==> config.mk <==
export PLATFORM = sky130hd
export DESIGN_NAME = csr_unpack
export DESIGN_NICKNAME = d
export VERILOG_FILES = /design/src/rtl/csr_unpack.sv
export SDC_FILE = /design/constraint.sdc
export NUM_CORES = 1
export LEC_CHECK = 0
export ABC_AREA = 1
export ABC_CLOCK_PERIOD_IN_PS = 8390
export BUFFER_PORTS_ARGS = -buffer_cell sky130_fd_sc_hd__clkbuf_2
export CORE_ASPECT_RATIO = 0.5
export CORE_MARGIN = 8
export CORE_UTILIZATION = 45
export DETAILED_ROUTE_END_ITERATION = 6
export GPL_TIMING_DRIVEN = 0
export HOLD_SLACK_MARGIN = 0.08
export SLEW_MARGIN = 20
export SYNTH_ARGS = -nofsm -noshare
export SYNTH_HDL_FRONTEND = slang
export SYNTH_SLANG_ARGS = --single-unit
export TNS_END_PERCENT = 100
==> constraint.sdc <==
create_clock -name clk -period 8.39 [get_ports clk]
set_clock_uncertainty 0.15 [all_clocks]
set_input_delay 0.839 -clock clk [delete_from_list [all_inputs] [get_ports clk]]
set_output_delay 0.839 -clock clk [all_outputs]
set_load 0.01 [all_outputs]
==> src/rtl/csr_unpack.sv <==
// CSR frame unpacker: captures one 35-word CSR frame, validates row counts, streams (row, col, value) tuples.
// Latency: word 34 stored at T -> CHECK at T+1 -> first tuple (or done for empty/error frames) at T+2.
// Backpressure: out_valid/out_ready; tuple fields hold while stalled; one tuple per cycle when out_ready is high.
//
// Ports:
//   clk, rst        single rising-edge clock, synchronous active-high reset
//   start           one-cycle pulse, honoured only when idle; clears err
//   in_req          high throughout frame load (upstream read enable)
//   in_valid/in_data  frame words, accepted only while loading
//   out_valid/out_ready, out_row/out_col/out_val/out_last  tuple stream
//   busy, done, err   status: not idle / end-of-frame pulse / sticky frame reject
module csr_unpack #(
    parameter int N           = 16,
    parameter int MAX_NNZ     = 64,
    parameter int FRAME_WORDS = 35
) (
    input  logic        clk,
    input  logic        rst,
    input  logic        start,
    output logic        in_req,
    input  logic        in_valid,
    input  logic [31:0] in_data,
    output logic        out_valid,
    input  logic        out_ready,
    output logic [3:0]  out_row,
    output logic [3:0]  out_col,
    output logic [7:0]  out_val,
    output logic        out_last,
    output logic        busy,
    output logic        done,
    output logic        err
);

    localparam int WCW = $clog2(FRAME_WORDS);
    localparam logic [WCW-1:0] LAST_WORD = WCW'(FRAME_WORDS - 1);

    typedef enum logic [2:0] {
        S_IDLE,
        S_LOAD,
        S_CHECK,
        S_EMIT,
        S_DONE
    } state_t;

    state_t          state;
    logic [WCW-1:0]  wc;
    logic [5:0]      e;      // element index of the tuple currently presented
    logic [3:0]      row;    // row of the tuple currently presented
    logic [4:0]      rem;    // elements left in the current row, including the presented one

    logic [31:0]     mem [FRAME_WORDS];

    // Frame storage is not reset; a new frame always overwrites all 35 words before use.
    always_ff @(posedge clk) begin
        if (state == S_LOAD && in_valid) begin
            mem[wc] <= in_data;
        end
    end

    // Row counts decoded from the 80 meaningful bits of words 32..34.
    logic [79:0]  rc_bits;
    logic [4:0]   cnt [N];
    logic [N-1:0] nz_mask;
    logic [8:0]   nnz_sum;   // wide enough that bad counts cannot wrap into a legal total
    logic         cnt_ovf;

    assign rc_bits = {mem[34][15:0], mem[33], mem[32]};

    always_comb begin
        nz_mask = '0;
        nnz_sum = '0;
        cnt_ovf = 1'b0;
        for (int r = 0; r < N; r++) begin
            cnt[r]     = rc_bits[5*r +: 5];
            nz_mask[r] = |cnt[r];
            nnz_sum    = nnz_sum + 9'(cnt[r]);
            if (cnt[r] > 5'd16) begin
                cnt_ovf = 1'b1;
            end
        end
    end

    function automatic logic [3:0] lowest_row(input logic [N-1:0] m);
        logic [3:0] idx;
        idx = '0;
        for (int i = N - 1; i >= 0; i--) begin
            if (m[i]) begin
                idx = 4'(i);
            end
        end
        return idx;
    endfunction

    // Next tuple to present: either the first one (from CHECK) or the successor of the
    // current one. Exhausted rows jump straight to the next nonzero row so empty rows
    // cost no cycles.
    logic [5:0]   e_nx;
    logic [3:0]   row_nx;
    logic [4:0]   rem_nx;
    logic [N-1:0] above_mask;
    logic [5:0]   vw_idx;
    logic [5:0]   cw_idx;
    logic [7:0]   val_nx;
    logic [3:0]   col_nx;
    logic         last_nx;

    always_comb begin
        above_mask = nz_mask & (({N{1'b1}} << row) << 1);
        if (state == S_CHECK) begin
            e_nx   = '0;
            row_nx = lowest_row(nz_mask);
            rem_nx = cnt[row_nx];
        end else if (rem == 5'd1) begin
            e_nx   = e + 6'd1;
            row_nx = lowest_row(above_mask);
            rem_nx = cnt[row_nx];
        end else begin
            e_nx   = e + 6'd1;
            row_nx = row;
            rem_nx = rem - 5'd1;
        end
        vw_idx  = {2'b00, e_nx[5:2]};
        cw_idx  = 6'd16 + {2'b00, e_nx[5:2]};
        val_nx  = mem[vw_idx][{e_nx[1:0], 3'b000} +: 8];
        col_nx  = mem[cw_idx][{e_nx[1:0], 3'b000} +: 4];
        last_nx = ({3'b000, e_nx} == (nnz_sum - 9'd1));
    end

    always_ff @(posedge clk) begin
        if (rst) begin
            state     <= S_IDLE;
            wc        <= '0;
            e         <= '0;
            row       <= '0;
            rem       <= '0;
            in_req    <= 1'b0;
            out_valid <= 1'b0;
            out_row   <= '0;
            out_col   <= '0;
            out_val   <= '0;
            out_last  <= 1'b0;
            busy      <= 1'b0;
            done      <= 1'b0;
            err       <= 1'b0;
        end else begin
            done <= 1'b0;
            case (state)
                S_IDLE: begin
                    if (start) begin
                        state  <= S_LOAD;
                        wc     <= '0;
                        in_req <= 1'b1;
                        busy   <= 1'b1;
                        err    <= 1'b0;
                    end
                end
                S_LOAD: begin
                    if (in_valid) begin
                        wc <= wc + WCW'(1);
                        if (wc == LAST_WORD) begin
                            state  <= S_CHECK;
                            in_req <= 1'b0;
                        end
                    end
                end
                S_CHECK: begin
                    if (cnt_ovf || (nnz_sum > 9'(MAX_NNZ))) begin
                        err   <= 1'b1;
                        done  <= 1'b1;
                        state <= S_DONE;
                    end else if (nnz_sum == 9'd0) begin
                        done  <= 1'b1;
                        state <= S_DONE;
                    end else begin
                        state     <= S_EMIT;
                        out_valid <= 1'b1;
                        e         <= e_nx;
                        row       <= row_nx;
                        rem       <= rem_nx;
                        out_row   <= row_nx;
                        out_col   <= col_nx;
                        out_val   <= val_nx;
                        out_last  <= last_nx;
                    end
                end
                S_EMIT: begin
                    if (out_ready) begin
                        if (out_last) begin
                            out_valid <= 1'b0;
                            done      <= 1'b1;
                            state     <= S_DONE;
                        end else begin
                            e        <= e_nx;
                            row      <= row_nx;
                            rem      <= rem_nx;
                            out_row  <= row_nx;
                            out_col  <= col_nx;
                            out_val  <= val_nx;
                            out_last <= last_nx;
                        end
                    end
                end
                S_DONE: begin
                    state <= S_IDLE;
                    busy  <= 1'b0;
                end
                default: begin
                    state <= S_IDLE;
                end
            endcase
        end
    end

endmodule

==> results.md, run 1 <==
- The clock buffer count from CTS is 80.
- The number of violations reported at the end of detailed-routing iteration 0 is 4634.
- The worst setup path is of the flip-flop to flip-flop kind.
- The final count of pins violating max slew is 0.
- The final-layout setup total negative slack is 0 ns.
- For this run, the share of the core covered by cells in the final layout is 51.8%.
- The worst-case clock buffer depth is 3.
- The checks that failed: DRC.
- The detail route stage leaves a number of antenna-violating nets equal to 0.
- The cell area that synthesis handed to floorplanning was 0.0389 mm^2.
- Gates resized during post-CTS repair numbered 0.
- The clock tree synthesis step divided the H-tree into 3 levels.
- The wire length of the first global-routing pass is 197000 um.
- After the flow finishes, the layout carries non-filler instances totaling 4630.
- Of the post-synthesis cell area, the dominant cell type holds 65.4%.
- The biggest area contributor in the post-synthesis netlist is sky130_fd_sc_hd__edfxtp_1.
- The post-DP HPWL is 96700 um.
- The total number of yosys warnings is 0.
- The run finished, with violations left.
- In this run the standard cell core region covers 0.0859 mm^2.
- The via count of the first global-routing pass is 27600.
- The net switching power of the design is 3.54 mW.
- Data on the critical path is required at its endpoint by 8.78 ns.
- Input and output buffers added on the ports amount to 58.
- Routability-driven placement finished with a final weighted congestion of 0.983.
- Headroom to the max-slew limit came out at 17.2%.
- Global routing consumed, over all layers together, 28.0% of the routing resources.
- Relative to the synthesized area, the layout overhead comes to 14.3%.
- The share of cells above drive strength 1 is 9.34%.
- Clock-pin slew was measured on the worst setup and hold paths at 0.06 ns.
- The worst hold path startpoint is err.
- Synthesis produced 3215 cells.
- The fraction of the cycle the final worst path needs is 85.0%.
- The maximum net fanout on the critical path is 10.
- Once the floorplan was initialized, standard cells occupied 45.3% of the core.
- After detailed routing, the number of vias per cell comes to 6.22.
- The via total after detailed routing is 28800.
- The power per cell area is 249 mW/mm^2.
- For hold timing, the worst endpoint is err.
- For this run, the register share of the synthesized area comes to 67.6%.
- The number of placed instances, taps included, is 4487.
- The post-synthesis register bit count is 890.
- The number of endpoints with negative hold slack in the final report is 0.
- The largest net degree at the start of global routing is 36.
- Derived from the worst setup path, the maximum achievable clock frequency is 140 MHz.
- Net switching is 31.9% of the power.
- The TritonCTS clock tree is built.
- The worst path needs 7.13 ns of the cycle, external delays included.
- The number of maximum-capacitance violations is 0.
- The static leakage is 15.0 nW.
- For this run, the slowest stage of the critical path takes 0.58 ns.
- The instance count along the most critical hold path is 2.
- The number of unique standard cell types used by synthesis is 49.
- The average detailed-routed wire length per instance is 30.0 um.
- The most used flip-flop cell after synthesis is sky130_fd_sc_hd__edfxtp_1.
- The DRC violation count after routing is 1.
- Setup repair after global routing left no endpoint under its margin.
- The total of hold buffers inserted after clock tree synthesis is 0.
- The post-synthesis area per instance is 12.1 um^2.
- The vertical die dimension is 224 um.
- Of the total power, the clock network draws 33.1%.
- The number of antenna violations at the first check in global routing is 6.
- The die is 432 um wide.
- The cell depth of the worst flop-to-flop path is 28.
- The share of async-settable or async-resettable flops after synthesis is 0%.
- The cell with the biggest individual delay on the critical path is sky130_fd_sc_hd__fa_1.
- The final number of setup-violating endpoints is 0.
- In this run the critical register-to-register path is captured at out_val[2].
- The remaining global-route overflow is 0.
- For the worst-skew pair, the clock arrives at the later sink with an insertion delay of 0.65 ns.
- The post-layout net count is 3526.
- The share of total power dissipated in combinational logic is 22.0%.
- The launching element of the worst setup path is mem[33][30].
- The number of rows created at floorplan is 76.
- The signal arrival time at the worst endpoint is 7.53 ns.
- In this design, the critical path's most frequently occurring cell is sky130_fd_sc_hd__fa_1.
- In this run the count of I/O pins placed on the die edge is 59.
- The pin slew with the least headroom to its limit is 1.24 ns.
- Post-CTS timing repair inserted 0 buffers for setup.
- The clock sink total is 890.
- Sorting the synthesized cells by area gives the leading types as sky130_fd_sc_hd__edfxtp_1 65%, sky130_fd_sc_hd__o21ai_0 5.4%, sky130_fd_sc_hd__nor2_1 4.7%.
- The detailed-routing iteration count for the pre-antenna-repair pass is 7.
- The root buffer selected by CTS is sky130_fd_sc_hd__clkbuf_16.
- The beginning of the worst register-to-register path is mem[33][30].
- The detailed-route wire length is 139000 um.
- The die covers 0.0968 mm^2.
- Sequential cells account for 44.9% of the total power.
- The number of synthesized flops with an enable pin is 848.
- The reg-to-reg setup timing slack is 1.26 ns.
- IR analysis of the VDD net gives a maximum drop of 0.196 mV.
- STA classifies the critical path startpoint as a flip-flop.
- The number of nets handed over by synthesis was 3342.
- The cell internal power dissipation is 7.54 mW.
- The endpoint type of the worst setup path is a flip-flop.
- The min-delay analysis places its worst path in the category flip-flop to flip-flop.
-- cells in the final DEF (no fill, tap or decap), types with 10 or more instances in the layout --
cell / n
sky130_fd_sc_hd__edfxtp_1: 848
sky130_fd_sc_hd__nor2_1: 448
sky130_fd_sc_hd__o21ai_0: 419
sky130_fd_sc_hd__nand3_1: 298
sky130_fd_sc_hd__inv_1: 222
sky130_fd_sc_hd__nand2_1: 211
sky130_fd_sc_hd__o221ai_1: 193
sky130_fd_sc_hd__clkbuf_1: 165
sky130_fd_sc_hd__clkbuf_16: 82
sky130_fd_sc_hd__fa_1: 66
sky130_fd_sc_hd__clkbuf_2: 57
sky130_fd_sc_hd__a21oi_1: 54
sky130_fd_sc_hd__dfxtp_1: 42
sky130_fd_sc_hd__o211ai_1: 39
sky130_fd_sc_hd__nor2_4: 34
sky130_fd_sc_hd__buf_2: 27
sky130_fd_sc_hd__ha_1: 24
sky130_fd_sc_hd__buf_12: 24
sky130_fd_sc_hd__clkinv_1: 21
sky130_fd_sc_hd__buf_16: 19
sky130_fd_sc_hd__nor3_1: 11
sky130_fd_sc_hd__o21ai_1: 11
sky130_fd_sc_hd__a21oi_2: 11
sky130_fd_sc_hd__nand4_1: 10
-- worst max path at each step --
| stage | slack (ns) | end | cells past startpoint |
|---|---|---|---|
| after floorplan | 2.25 | row[3] | 26 |
| after global placement | 1.30 | out_val[0] | 28 |
| after detailed placement | 1.28 | out_col[3] | 28 |
| after CTS | 1.27 | out_val[7] | 28 |
| after global routing | 0.93 | out_val[3] | 28 |
| final | 1.26 | out_val[2] | 28 |
-- sequential cells by signal (all words and copies together) (netlist names) --
| name | count |
|---|---|
| busy | 1 |
| done | 1 |
| e | 6 |
| err | 1 |
| in_req | 1 |
| mem | 848 |
| out_col | 4 |
| out_last | 1 |
| out_val | 8 |
| out_valid | 1 |
| rem | 5 |
| row | 4 |
| state | 3 |
| wc | 6 |
-- metal layers --
metal	part of all wire, %	GRT usage (%)
met5	0.0058	0
met4	4.5	11.5
met3	12	6.86
met2	44	42.8
met1	39	38.6
-- cells by family (layout without fill, tap and decap cells) --
kind of cell	after synthesis	in the layout	share of synthesized area, %
buffers and inverters	428	672	4.43
adder cells (fa/ha/maj)	90	90	4.17
flip-flops	890	890	67.6
other	0	1	0
AND/OR/NAND/NOR	1035	1035	11.3
XOR/XNOR	14	14	0.315
AO/OA/AOI/OAI	758	758	12.2
-- cells in the mapped netlist, types with 2 or more instances --
master                     number
sky130_fd_sc_hd__xnor2_1        6
sky130_fd_sc_hd__nand3_1      298
sky130_fd_sc_hd__nand2_4        2
sky130_fd_sc_hd__nor3_1        11
sky130_fd_sc_hd__clkbuf_1     147
sky130_fd_sc_hd__ha_1          24
sky130_fd_sc_hd__o22ai_1        2
sky130_fd_sc_hd__edfxtp_1     848
sky130_fd_sc_hd__clkinv_1       6
sky130_fd_sc_hd__nand2_2        3
sky130_fd_sc_hd__inv_2          6
sky130_fd_sc_hd__buf_6          8
sky130_fd_sc_hd__buf_2         26
sky130_fd_sc_hd__a31oi_1        6
sky130_fd_sc_hd__fa_1          66
sky130_fd_sc_hd__nand2_1      211
sky130_fd_sc_hd__o21ai_0      419
sky130_fd_sc_hd__nor4_2         3
sky130_fd_sc_hd__nor4_1         6
sky130_fd_sc_hd__a21oi_1       54
sky130_fd_sc_hd__inv_1        222
sky130_fd_sc_hd__xor2_1         8
sky130_fd_sc_hd__o21bai_1       3
sky130_fd_sc_hd__nand4_1       10
sky130_fd_sc_hd__nor2_1       483
sky130_fd_sc_hd__o21a_1         2
sky130_fd_sc_hd__nor2_2         3
sky130_fd_sc_hd__o221ai_1     193
sky130_fd_sc_hd__o21ai_2        3
sky130_fd_sc_hd__buf_1          6
sky130_fd_sc_hd__buf_4          6
sky130_fd_sc_hd__a21oi_2       11
sky130_fd_sc_hd__o211a_1        2
sky130_fd_sc_hd__o211ai_1      39
sky130_fd_sc_hd__nor3_2         2
sky130_fd_sc_hd__a211oi_1       4
sky130_fd_sc_hd__dfxtp_1       42
sky130_fd_sc_hd__o31ai_1        3
sky130_fd_sc_hd__o21ai_1       11
-- per-stage QoR --
| step | area (um^2) | power (mW) | hold slack, ns | setup WS [ns] |
|---|---|---|---|---|
| 3_3_place_gp | 40700 | 7.36 | 0.297 | 1.30 |
| 3_5_place_dp | 42000 | 7.42 | 0.302 | 1.28 |
| 5_1_grt | 44500 | 11.4 | 0.331 | 0.928 |
| 2_1_floorplan | 38900 | 6.34 | 0.307 | 2.25 |
| 6_report | 44500 | 11.1 | 0.311 | 1.26 |
| 4_1_cts | 44500 | 11.0 | 0.311 | 1.27 |
-- worst max-delay path, delay by kind of cell, from the launching register on --
kind	cells	cell delay (ns)
AO/OA/AOI/OAI	4	0.57
XOR/XNOR	1	0.12
adder cells (fa/ha/maj)	8	3.72
buffers and inverters	7	0.79
flip-flops	1	0.55
AND/OR/NAND/NOR	8	1.11
-- power by group through the flow --
stage	Clock [mW]	Combinational, mW	Sequential (mW)
6_report	3.66	2.44	4.98
3_5_place_dp	0	2.34	5.08
5_1_grt	3.84	2.55	4.98
4_1_cts	3.67	2.35	4.98
2_1_floorplan	0	1.26	5.08
3_3_place_gp	0	2.28	5.08
-- area by class of cell --
| cell class | count | area [um^2] |
|---|---|---|
| fill | 7334 | 41400 |
| sequential | 890 | 26300 |
| multi-input combinational | 1897 | 11200 |
| clock buffer | 105 | 2190 |
| tap | 1170 | 1460 |
| timing repair buffer | 102 | 1310 |
| inverter | 235 | 885 |
| buffer | 193 | 840 |
| clock inverter | 37 | 352 |
| antenna | 1 | 2.50 |
(Power assumes the default switching activity.)
==> run 2, diff against run 1 <==
--- a/config.mk
+++ b/config.mk
@@ -5,11 +5,10 @@
 export SDC_FILE = /design/constraint.sdc
 export NUM_CORES = 1
 export LEC_CHECK = 0
-export ABC_AREA = 1
 export ABC_CLOCK_PERIOD_IN_PS = 8390
 export BUFFER_PORTS_ARGS = -buffer_cell sky130_fd_sc_hd__clkbuf_2
 export CORE_ASPECT_RATIO = 0.5
-export CORE_MARGIN = 8
+export CORE_MARGIN = 5
 export CORE_UTILIZATION = 45
 export DETAILED_ROUTE_END_ITERATION = 6
 export GPL_TIMING_DRIVEN = 0
==> results.md, run 2 <==
- The total number of yosys warnings is 0 (unchanged).
- The maximum net fanout on the critical path came to 8 (-2).
- Leaving out fill and tap cells, the most frequent cell in the layout is sky130_fd_sc_hd__nand2_1.
- The worst hold-check slack came to 0.302 ns (-0.00877 ns).
- In the final layout, the registers with the most flip-flops are mem: 848 flops, out_val: 8 flops.
- The minimum period implied by the final worst setup slack was 7.84 ns (+0.705 ns).
- The worst-case clock buffer depth is 3 (unchanged).
- The number of endpoints with negative hold slack in the final report is 0 (unchanged).
- The post-synthesis cell type with the largest combined area is sky130_fd_sc_hd__edfxtp_1.
- The logic depth of the worst setup path including buffers came to 21 (-25%).
- The post-synthesis area per instance is 12.3 um^2 (+1.3%).
- The register clock-pin slew on the reported worst setup and hold paths came to 0.07 ns (about the same).
- The static leakage is 15.4 nW (+2.6%).
- The global routing usage summed across all routing layers is 29.0% (+0.98 points).
- The peak per-stage delay on the critical path is 1.03 ns (+0.45 ns).
- The post-CTS resize count is 0 (unchanged).
- The final number of setup-violating endpoints is 0 (unchanged).
- The cell area after layout came to 0.0451 mm^2 (+1.4%).
- The final estimated routing congestion in global placement came to 0.971 (-1.2%).
- The critical path buffer and inverter count is 4 (-3).
- On the critical path, the stage with the largest delay is an instance of sky130_fd_sc_hd__o21ai_1.
- The total chip power is 8.75 mW (-21%).
- The placed instance area is 0.0426 mm^2 (+1.5%).
- The number of maximum-capacitance violations was 0 (unchanged).
- The final count of pins violating max slew is 0 (unchanged).
- The maximum frequency from static timing analysis came to 128 MHz (-9.0%).
- The detailed-routing iteration count for the pre-antenna-repair pass was 5 (-2).
- The wire length of the first global-routing pass is 197000 um (about the same).
- The post-layout net count is 3547 (+0.60%).
- The synthesis-to-finish area growth is 13.3%.
- The remaining global-route overflow is 0 (unchanged).
- The post-DP HPWL is 97000 um (+0.23%).
- The area of the die is 0.0950 mm^2 (-1.9%).
- The TritonCTS clock tree is built.
- The fraction of the cycle the final worst path needs came to 93.4% (+8.4 points).
- The portion of synthesized cell area occupied by the leading cell type is 63.9% (-1.5 points).
- The clock buffer count from CTS is 81 (+1.3%).
- The instance count along the most critical hold path is 2 (unchanged).
- The detailed-route wire length is 139000 um (about the same).
- The vertical die dimension is 220 um (-1.6%).
- The average detailed-routed wire length per instance came to 29.7 um (-0.95%).
- The number of synthesized flops with an enable pin is 848 (unchanged).
- The signal arrival time at the worst endpoint came to 8.28 ns (+0.75 ns).
- The cell that appears most often on the critical path is sky130_fd_sc_hd__fa_1.
- The number of antenna violations at the first check in global routing is 4 (-2).
- The signal on the critical path passes through fa_1 > inv_1 > fa_1 > inv_1 > fa_1 > inv_1 > fa_1 > fa_1 > fa_1 > inv_1 > ha_1 > fa_1 > xnor2_1 > o2bb2ai_1 > a22oi_1 > o21ai_0 > nand3_1 > o21ai_1 > o221ai_1 > o21ai_1 > o211a_1.
- The number of rows created at floorplan is 77 (+1.3%).
- The headroom to the max-slew limit came to 21.7% (+4.5 points).
- The share of async-settable or async-resettable flops after synthesis is 0% (unchanged).
- The category of the worst setup path launch point is a flip-flop.
- The level count of the clock H-tree is 3 (unchanged).
- The pin slew with the least headroom to its limit is 1.17 ns (-0.0678 ns).
- The endpoint type of the worst setup path is a flip-flop.
- Sorting the synthesized cells by how often they occur yields 855 x sky130_fd_sc_hd__nand2_1, 848 x sky130_fd_sc_hd__edfxtp_1, 208 x sky130_fd_sc_hd__nand3_1, 171 x sky130_fd_sc_hd__a311oi_1, 150 x sky130_fd_sc_hd__clkbuf_1.
- The reg-to-reg setup timing slack is 0.55 ns (-0.71 ns).
- The post-synthesis cell count is 3247 (+1.0%).
- The worst IR drop on VDD is 0.138 mV (-30%).
- The share of cells above drive strength 1 is 9.29% (-0.044 points).
- The largest net degree at the start of global routing is 36 (unchanged).
- In the layout the commonest cells are 854 x sky130_fd_sc_hd__nand2_1, 848 x sky130_fd_sc_hd__edfxtp_1, 208 x sky130_fd_sc_hd__nand3_1, 171 x sky130_fd_sc_hd__a311oi_1, 167 x sky130_fd_sc_hd__clkbuf_1.
- The horizontal die dimension is 431 um (-0.27%).
- The starting utilization of the core area was 45.2% (-0.090 points).
- Sorting the synthesized cells by area gives the leading types as sky130_fd_sc_hd__edfxtp_1 64%, sky130_fd_sc_hd__nand2_1 8.1%, sky130_fd_sc_hd__a311oi_1 3.8%.
- The via total after detailed routing is 28700 (-0.24%).
- The count of inserted antenna diode cells was 0 (-1).
- The area of the core is 0.0881 mm^2 (+2.5%).
- The cell depth of the worst flop-to-flop path is 21 (-25%).
- The DRC violation count after routing was 0 (-1).
- The sequential-to-total area share from yosys stat came to 66.0% (-1.5 points).
- The utilization after layout was 51.3% (-0.56 points).
- The root buffer selected by CTS is sky130_fd_sc_hd__clkbuf_16.
- The clock latency on the worst-skew pair is 0.68 ns (+0.03 ns).
- The most used flip-flop cell after synthesis is sky130_fd_sc_hd__edfxtp_1.
- The post-synthesis register bit count was 890 (unchanged).
- The via count of the first global-routing pass is 27400 (-0.50%).
- The number of setup buffers added after CTS is 0 (unchanged).
- The run finished with clean final reports.
- The number of violations reported at the end of detailed-routing iteration 0 is 3863 (-17%).
- The number of buffers inserted by port buffering is 58 (unchanged).
- The power per cell area is 194 mW/mm^2 (-22%).
- The total of hold buffers inserted after clock tree synthesis is 0 (unchanged).
- The boundary pin count is 59 (unchanged).
- The netlist area before placement is 0.0398 mm^2 (+2.3%).
- The required time reported for the critical path endpoint is 8.83 ns (+0.05 ns).
- By startpoint and endpoint, the worst setup path is classified as flip-flop to flip-flop.
- Setup repair after global routing left no endpoint under its margin.
- The number of unique standard cell types used by synthesis came to 92 (+88%).
- More flip-flops sit in one register than any other, and that register is mem.
- The number of nets with antenna violations after routing is 0 (unchanged).
- In this run the worst hold path is classified as flip-flop to flip-flop.
- The clock sink total is 890 (unchanged).
- The most used standard cell by instance count after synthesis is sky130_fd_sc_hd__nand2_1.
- The flip-flop count of the largest register, all copies and words added is 848 (unchanged).
- Broken down by cell family, the worst path's largest delay share belongs to adder cells.
- The post-synthesis net count came to 3374 (+0.96%).
- The ratio of routed vias to standard cells was 6.15 (-1.1%).
- The final-layout setup total negative slack is 0 ns (unchanged).
run 2: cell types whose count changed after synthesis, sizes merged, moves of 90 or more:
cell    previous run  this run
o221ai           193         6
nand2            217       855
a311oi             0       172
nor2             486       117
nand3            298       208
inv              229       100
and3               0       101
o21ai            433        54
run 2: final cells by class:
type	count	area [um^2]
plain buffers	209	890
clock buffers	101	2120
clock inverters	48	419
fillers	7591	42900
inverters	100	375
multi-input cells	2048	12500
flip-flops and latches	890	26300
well taps	1185	1480
repair buffers	90	1010
run 2: per-layer routing:
| metal | wire [um] | track usage, % | part of all wire (%) |
|---|---|---|---|
| met1 | 54900 | 39.4 | 40 |
| met2 | 62700 | 45.7 | 45 |
| met3 | 14500 | 6.30 | 10 |
| met4 | 6690 | 12.3 | 4.8 |
| met5 | 0 | 0 | 0 |
run 2: logic make-up after synthesis:
family / count (synthesis) / synth area share, %
and+or+nand+nor: 1394 / 15.3
DFF: 890 / 66.0
AOI/OAI and AO/OA: 476 / 9.14
buffers and inverters: 309 / 3.17
adders and majority gates: 90 / 4.07
muxes: 72 / 1.90
xor gates and xnor gates: 16 / 0.352
run 2: through the flow:
step	setup WS [ns]	instances
floorplan	1.87	3247
finish	0.553	4671
detailed placement	0.693	4522
global placement	0.727	4490
global route	0.309	4671
CTS	0.652	4671
run 2: where the power goes:
group	switching, mW	internal (mW)	total (mW)
sequential	0.00449	4.87	4.88
clock	1.70	1.97	3.68
combinational	0.162	0.0327	0.195
total	1.87	6.88	8.75
run 2: worst reg2reg max path: stages (launching register included):
cell	delay (ns)
sky130_fd_sc_hd__edfxtp_1	0.58
sky130_fd_sc_hd__fa_1	0.56
sky130_fd_sc_hd__inv_1	0.05
sky130_fd_sc_hd__fa_1	0.53
sky130_fd_sc_hd__inv_1	0.05
sky130_fd_sc_hd__fa_1	0.50
sky130_fd_sc_hd__inv_1	0.05
sky130_fd_sc_hd__fa_1	0.56
sky130_fd_sc_hd__fa_1	0.43
sky130_fd_sc_hd__fa_1	0.50
sky130_fd_sc_hd__inv_1	0.04
sky130_fd_sc_hd__ha_1	0.21
sky130_fd_sc_hd__fa_1	0.52
sky130_fd_sc_hd__xnor2_1	0.37
sky130_fd_sc_hd__o2bb2ai_1	0.17
sky130_fd_sc_hd__a22oi_1	0.12
sky130_fd_sc_hd__o21ai_0	0.30
sky130_fd_sc_hd__nand3_1	0.43
sky130_fd_sc_hd__o21ai_1	1.04
sky130_fd_sc_hd__o221ai_1	0.27
sky130_fd_sc_hd__o21ai_1	0.19
sky130_fd_sc_hd__o211a_1	0.15
run 2: final timing paths:
check,startpoint,endpoint
worst max register to register,mem[32][12],rem[2]
worst min register to register,out_val[1],out_val[1]
worst min-delay path,out_val[1],out_val[1]
worst max-delay path,mem[32][12],rem[2]
